$ cat src/rtl/surf_train_pkg.sv
// Shared types and helpers for the SURF link-training sequencer.
// Optional feature macro used by the top: SURF_TRAIN_ABORT_EN.
package surf_train_pkg;

    localparam int NUM_SLOTS = 7;

    localparam logic [5:0] CTRL_OFFSET_DEF   = 6'h00;
    localparam logic [5:0] STATUS_OFFSET_DEF = 6'h04;

    typedef enum logic [2:0] {
        S_IDLE,
        S_SCAN,
        S_ARM,
        S_GAP,
        S_POLL,
        S_DISARM,
        S_NEXT,
        S_DONE
    } state_t;

    // SURF n lives in splitter slot n+1; slot 0 belongs to the splitter itself.
    function automatic logic [11:0] slot_adr(input logic [2:0] slot, input logic [5:0] offset);
        logic [2:0] wb_slot;
        wb_slot = slot + 3'd1;
        return {1'b0, wb_slot, offset};
    endfunction

endpackage

$ cat src/rtl/surf_train_wbm.sv
// Single-outstanding Wishbone master: latches a request, holds the bus until ack/err.
module surf_train_wbm (
    input  logic        clk,
    input  logic        rst_n,
    input  logic        req,
    input  logic        req_we,
    input  logic [11:0] req_adr,
    input  logic [31:0] req_dat,
    output logic        done,
    output logic        err,
    output logic [31:0] rdata,
    output logic        cyc,
    output logic        stb,
    output logic        we,
    output logic [11:0] adr,
    output logic [31:0] dat,
    output logic [3:0]  sel,
    input  logic        ack,
    input  logic        bus_err,
    input  logic [31:0] rd_dat
);

    // Completion wins over a new request, so a caller that keeps req high
    // through the ack cycle never gets a duplicate transaction.
    always_ff @(posedge clk or negedge rst_n) begin
        if (!rst_n) begin
            cyc <= 1'b0;
            we  <= 1'b0;
            adr <= '0;
            dat <= '0;
        end else if (cyc) begin
            if (ack || bus_err) cyc <= 1'b0;
        end else if (req) begin
            cyc <= 1'b1;
            we  <= req_we;
            adr <= req_adr;
            dat <= req_dat;
        end
    end

    assign stb   = cyc;
    assign sel   = 4'hF;
    assign done  = cyc && (ack || bus_err);
    assign err   = cyc && bus_err;
    assign rdata = rd_dat;

endmodule

$ cat src/rtl/surf_train_sequencer.sv
// Trains each enabled SURF link in turn over Wishbone and reports locked/failed masks.
// Define SURF_TRAIN_ABORT_EN to add the abort_i input and the abort path.
module surf_train_sequencer
    import surf_train_pkg::*;
#(
    parameter logic [5:0] CTRL_OFFSET   = CTRL_OFFSET_DEF,
    parameter logic [5:0] STATUS_OFFSET = STATUS_OFFSET_DEF,
    parameter int         TRAIN_BIT     = 0,
    parameter int         LOCK_BIT      = 0,
    parameter int         POLL_GAP      = 255,
    parameter int         MAX_POLLS     = 1023
) (
    input  logic        wb_clk_i,
    input  logic        wb_rst_ni,
    input  logic        start_i,
    input  logic [6:0]  slot_mask_i,
    output logic        busy_o,
    output logic        done_o,
    output logic [6:0]  locked_o,
    output logic [6:0]  failed_o,
    output logic        aborted_o,
`ifdef SURF_TRAIN_ABORT_EN
    input  logic        abort_i,
`endif
    output logic        wbm_cyc_o,
    output logic        wbm_stb_o,
    output logic        wbm_we_o,
    output logic [11:0] wbm_adr_o,
    output logic [31:0] wbm_dat_o,
    output logic [3:0]  wbm_sel_o,
    input  logic [31:0] wbm_dat_i,
    input  logic        wbm_ack_i,
    input  logic        wbm_err_i
);

    localparam state_t AFTER_ARM = (POLL_GAP == 0) ? S_POLL : S_GAP;

    state_t      state, state_nxt;
    logic [2:0]  slot, scan_slot;
    logic [6:0]  mask;
    logic [9:0]  poll_cnt;
    logic [7:0]  gap_cnt;
    logic        scan_hit, abort_seen;
    logic        set_lock, set_fail, poll_inc;
    logic        req, req_we;
    logic [11:0] req_adr;
    logic [31:0] req_dat;
    logic        wb_done, wb_err;
    logic [31:0] wb_rdata;
    logic        lock_seen;

    surf_train_wbm u_wbm (
        .clk(wb_clk_i), .rst_n(wb_rst_ni),
        .req(req), .req_we(req_we), .req_adr(req_adr), .req_dat(req_dat),
        .done(wb_done), .err(wb_err), .rdata(wb_rdata),
        .cyc(wbm_cyc_o), .stb(wbm_stb_o), .we(wbm_we_o), .adr(wbm_adr_o),
        .dat(wbm_dat_o), .sel(wbm_sel_o),
        .ack(wbm_ack_i), .bus_err(wbm_err_i), .rd_dat(wbm_dat_i)
    );

    assign lock_seen = |(wb_rdata & (32'd1 << LOCK_BIT));

`ifdef SURF_TRAIN_ABORT_EN
    logic abort_q;
    always_ff @(posedge wb_clk_i or negedge wb_rst_ni) begin
        if (!wb_rst_ni) begin
            abort_q   <= 1'b0;
            aborted_o <= 1'b0;
        end else if (state == S_IDLE && start_i) begin
            abort_q   <= 1'b0;
            aborted_o <= 1'b0;
        end else begin
            if (busy_o && abort_i) abort_q <= 1'b1;
            if (state == S_DONE)   aborted_o <= abort_q;
        end
    end
    assign abort_seen = abort_q || (busy_o && abort_i);
`else
    assign abort_seen = 1'b0;
    assign aborted_o  = 1'b0;
`endif

    // Lowest enabled slot at or above the current one.
    always_comb begin
        scan_hit  = 1'b0;
        scan_slot = slot;
        for (int i = NUM_SLOTS - 1; i >= 0; i--) begin
            if (mask[i] && (i >= int'(slot))) begin
                scan_hit  = 1'b1;
                scan_slot = 3'(i);
            end
        end
    end

    always_comb begin
        state_nxt = state;
        req       = 1'b0;
        req_we    = 1'b0;
        req_adr   = slot_adr(slot, CTRL_OFFSET);
        req_dat   = '0;
        set_lock  = 1'b0;
        set_fail  = 1'b0;
        poll_inc  = 1'b0;
        case (state)
            S_IDLE: if (start_i) state_nxt = S_SCAN;
            S_SCAN: state_nxt = (scan_hit && !abort_seen) ? S_ARM : S_DONE;
            S_ARM: begin
                req     = 1'b1;
                req_we  = 1'b1;
                req_dat = 32'd1 << TRAIN_BIT;
                if (wb_done) begin
                    if (wb_err) begin
                        set_fail  = !abort_seen;
                        state_nxt = S_NEXT;
                    end else begin
                        state_nxt = abort_seen ? S_DISARM : AFTER_ARM;
                    end
                end
            end
            S_GAP: begin
                if (abort_seen)                        state_nxt = S_DISARM;
                else if (gap_cnt == 8'(POLL_GAP - 1)) state_nxt = S_POLL;
            end
            S_POLL: begin
                req     = 1'b1;
                req_adr = slot_adr(slot, STATUS_OFFSET);
                if (wb_done) begin
                    state_nxt = S_DISARM;
                    // An aborted slot is left unmarked whatever the read returned.
                    if (abort_seen)                             state_nxt = S_DISARM;
                    else if (wb_err || (!lock_seen && poll_cnt == 10'(MAX_POLLS - 1)))
                                                                set_fail  = 1'b1;
                    else if (lock_seen)                         set_lock  = 1'b1;
                    else begin
                        poll_inc  = 1'b1;
                        state_nxt = AFTER_ARM;
                    end
                end
            end
            S_DISARM: begin
                req    = 1'b1;
                req_we = 1'b1;
                if (wb_done) state_nxt = S_NEXT;
            end
            S_NEXT:  state_nxt = S_SCAN;
            S_DONE:  state_nxt = S_IDLE;
            default: state_nxt = S_IDLE;
        endcase
    end

    always_ff @(posedge wb_clk_i or negedge wb_rst_ni) begin
        if (!wb_rst_ni) state <= S_IDLE;
        else            state <= state_nxt;
    end

    always_ff @(posedge wb_clk_i or negedge wb_rst_ni) begin
        if (!wb_rst_ni) begin
            slot     <= '0;
            mask     <= '0;
            locked_o <= '0;
            failed_o <= '0;
            poll_cnt <= '0;
            gap_cnt  <= '0;
        end else begin
            if (state == S_IDLE && start_i) begin
                slot     <= '0;
                mask     <= slot_mask_i;
                locked_o <= '0;
                failed_o <= '0;
            end
            if (state == S_SCAN) slot <= scan_slot;
            if (state == S_NEXT) slot <= slot + 3'd1;
            if (set_lock) locked_o[slot] <= 1'b1;
            if (set_fail) failed_o[slot] <= 1'b1;
            if (state == S_ARM) poll_cnt <= '0;
            else if (poll_inc)  poll_cnt <= poll_cnt + 10'd1;
            gap_cnt <= (state == S_GAP) ? gap_cnt + 8'd1 : 8'd0;
        end
    end

    assign busy_o = (state != S_IDLE) && (state != S_DONE);
    assign done_o = (state == S_DONE);

endmodule

$ cat config.mk
export PLATFORM = sky130hd
export DESIGN_NAME = surf_train_sequencer
export DESIGN_NICKNAME = d
export VERILOG_FILES = /design/src/rtl/surf_train_pkg.sv /design/src/rtl/surf_train_wbm.sv /design/src/rtl/surf_train_sequencer.sv
export SDC_FILE = /design/constraint.sdc
export NUM_CORES = 1
export LEC_CHECK = 0
export CAP_MARGIN = 15
export CORE_MARGIN = 2
export CORE_UTILIZATION = 45
export CTS_CLUSTER_SIZE = 14
export DETAILED_ROUTE_END_ITERATION = 8
export PLACE_DENSITY = 0.79
export SLEW_MARGIN = 20
export SYNTH_ARGS = -nofsm -noshare
export SYNTH_HDL_FRONTEND = slang
export SYNTH_SLANG_ARGS = --single-unit
$ cat constraint.sdc
create_clock -name wb_clk_i -period 2.8 [get_ports wb_clk_i]
set_input_delay 0.28 -clock wb_clk_i [delete_from_list [all_inputs] [get_ports wb_clk_i]]
set_output_delay 0.28 -clock wb_clk_i [all_outputs]
set_load 0.02 [all_outputs]
==> summary.md <==
| Metric | Value |
|---|---|
| Rows | 29 |
| Register Area | 1301 sq um |
| WL/cell | 13.55 microns |
| Clock buffer depth | 2 |
| Crit path kind | flop to flop |
| Die Y | 85.61 microns |
| GRT Resource Usage Total | 16.43% |
| Hold Worst Slack | -0.01492 ns |
| Routed WL | 5811 microns |
| Worst vdd ir | 0.0004492 V |
| Max Cap Violations | 0 |
| Area grow syn2layout | 13.03% |
| Vias/cell | 5.166 |
| CTS buffer count | 5 |
| Internal power | about 1.7 mW |
| Iteration-0 DRC Markers | 107 |
| Worst-path clk slew | ~0.1 ns |
| Fmax | 432.6 MHz |
| Fin. Hold Viols | 16 |
| I/O Pins | 112 |
| Post-CTS Hold Fix Bufs | 0 |
| Slew Viols, Final | 0 |
| Hold/Removal Path Class | input pin to asynchronous set/reset pin |
| Nets | 402 |
| Largest net degree at the start of global routing | 30 |
| First-pass GRT wire length | 9839 microns |
| Avg Cell Area, Syn | 9.574 sq um |
| Initial antenna violation count | 0 |
| Cts repair resizes | 0 |
| Routed Antenna Nets | 0 |
| Sw Share | 41.08% |
| Logic pwr share | approximately half |
| Share of power burned in registers | 36.4% |
| Cell Area, Synth | roughly 3000 sq um |
| Fill cell count | 596 |
| Arrival @ worst endpoint | 2.51 ns |
| DIE AREA | 7328 sq um |
| Final min period | 2.312 ns |
| Status | complete, but fails checks |
| Pleak | 1.528 nW |
| Vias in the first global route | 2159 |
| CORE AREA | 6386 sq um |
| # diodes | 0 |
| Async SR Flop Fraction | 100.0% |
| Startpoint types | flop |
| Pwr Density | 854.4 nW/um^2 |
| Drt first pass iters | 4 |
| Violated checks | hold timing |
| Primary FF master, synth | dfrtp_1 |
| Multi-input gate area in the final layout | 1429 sq um |
| Setup bufs post-CTS | 0 |
| Syn. warnings | 0 |
| Share of the synthesized area in the top cell type | 43.42% |
| # setup viols final | 0 |
| Yosys top cell by area | dfrtp_1 |
| TritonCTS clock tree | built |
| Via count of the routed design | 2216 |
| CP max FO | 6 |
| Final worst path period share | 82.57% |
| CTS H-tree lvls | 2 |
| Synthesized instance count | between 300 and 400 |
| Sequential fraction of the synthesis area | 43.42% |
| Synth top cells by count | dfrtp_1, buf_4, nand2_1, nor2_1, o21ai_0 |
| Sw power | 1.189 mW |
| Setup TNS | 0 ns |
| Root Buffer | clkbuf_8 |
| Width of the die | 85.61 microns |
| EDFF count, synth | 0 |
| GPL Wtd Cong | 0.8400 |
| Initial Utilization | 46.92% |
| Relative max-transition margin | 48.87% |
| Synth Register Bits | 52 |
| RSZ-0062 raised after global routing | false |
| Skew final | 0.01063 ns |
| Layout cells sized above 1 | 9.943% |
| CP endpoint kind | flop |
| Clock power frac | between 10% and 20% |
| Clock Sinks | 52 |
| Number of port buffers | 36 |
| HPWL after detailed placement | 4344 microns |
| Layout Utilization | 53.04% |
| Worst-Skew Late Latency | approximately 0.31 ns |
| Post-route DRC violation count | 0 |
| Slew @ Worst Pin | 0.7650 ns |
| Top-count cell post-synth | dfrtp_1 |
| Required @ worst endpoint | around 3.0 ns |
| Distinct cells, synth | 53 |
| Grt ovf | 0 |
| Ranking of synthesized cells by area | dfrtp_1, buf_4, nand2_1 |
[routing by layer]
layer / vias up / part of all wire (%) / track usage (%)
met4: 0 / 1.6 / 5.195
met2: 65 / 51 / 28.20
met3: 9 / 4.3 / 2.502
met1: 1064 / 43 / 21.38
met5: - / 0 / 0
li1: 1078 / - / -
[cell usage in the layout, fill, tap and decap left out, types with 3 or more instances in the layout]
master,netlist,final
ha_1,7,7
nand2b_1,3,3
clkbuf_8,0,5
nor2b_1,3,3
inv_1,8,8
o31ai_1,3,3
buf_4,45,11
o21ai_0,16,16
nand2_1,27,27
a32o_1,4,4
clkdlybuf4s50_1,0,35
o211ai_1,4,4
or2_2,4,4
nand3b_1,3,3
conb_1,2,44
mux2_2,7,7
dfrtp_1,52,52
nand4_1,5,5
nor2_1,27,27
a21oi_1,9,9
and4_1,3,3
a22o_1,6,6
and3_1,4,4
nand3_1,8,8
xor2_1,10,10
and2_1,4,4
a31oi_1,4,4
[logic make-up (layout without fill, tap and decap cells)]
group / after synthesis / after routing / share of synthesized area (%)
and+or+nand+nor: 105 / 105 / 18.71
buffers and inverters: 66 / 63 / 14.15
AOI/OAI and AO/OA: 62 / 62 / 14.41
DFF: 52 / 52 / 43.42
xor gates and xnor gates: 12 / 12 / 3.507
adders and majority gates: 7 / 7 / 2.923
muxes: 7 / 7 / 2.631
other: 2 / 44 / 0.2506
[cell type report]
type | instances | share of cell area [%]
Clock buffer | 5 | 2.032
Clock inverter | 3 | 0.7019
Inverter | 8 | 0.8866
Multi-Input combinational cell | 237 | 42.19
Sequential cell | 52 | 38.42
Tap cell | 77 | 2.844
Timing Repair Buffer | 47 | 12.93
[worst max-delay path: stages, from the launching register on]
cell and delay (ns):
dfrtp_1 0.39, inv_1 0.14, ha_1 0.23, a21boi_0 0.12, a211oi_1 0.32, and4bb_1 0.33
or2_2 0.33, a311o_1 0.35
[registers in the layout, summed over array words and instances (netlist names)]
signal     count
failed_o       7
locked_o       7
u_wbm.adr      4
u_wbm.we       1
poll_cnt      10
u_wbm.cyc      1
mask           7
slot           3
state          3
u_wbm.dat      1
gap_cnt        8
[power groups by stage]
stage | Combinational [mW] | Clock, mW | Sequential (mW)
after floorplan | 0.909 | 0 | 1.14
after global placement | 1.36 | 0 | 1.06
after detailed placement | 1.40 | 0 | 1.07
after CTS | 1.41 | 0.454 | 1.05
after global routing | 1.54 | 0.478 | 1.08
final | 1.40 | 0.438 | 1.05
[final timing paths]
kind	slack (ns)	to	start	cells after the start
worst max-delay path	0.49	slot[2]$_DFFE_PN0P_	slot[0]$_DFFE_PN0P_	7
worst min-delay path	-0.01	mask[5]$_DFFE_PN0P_	wb_rst_ni	1
worst max register to register	0.49	slot[2]$_DFFE_PN0P_	slot[0]$_DFFE_PN0P_	7
worst min register to register	0.49	u_wbm.dat[0]$_DFFE_PN0P_	u_wbm.dat[0]$_DFFE_PN0P_	2
max in group asynchronous	2.06	failed_o[5]$_DFF_PN0_	wb_rst_ni	2
min in group wb_clk_i	0.49	u_wbm.dat[0]$_DFFE_PN0P_	u_wbm.dat[0]$_DFFE_PN0P_	2
[through the flow]
step	total power [mW]	setup slack, ns	cells	instance area (sq um)
2_1_floorplan	2.052	0.5099	355	3154
3_3_place_gp	2.426	0.5478	421	3294
3_5_place_dp	2.472	0.5184	421	3294
4_1_cts	2.916	0.4873	429	3387
5_1_grt	3.099	0.3046	429	3387
6_report	2.894	0.4881	429	3387
Power figures use the tool's default switching activity.
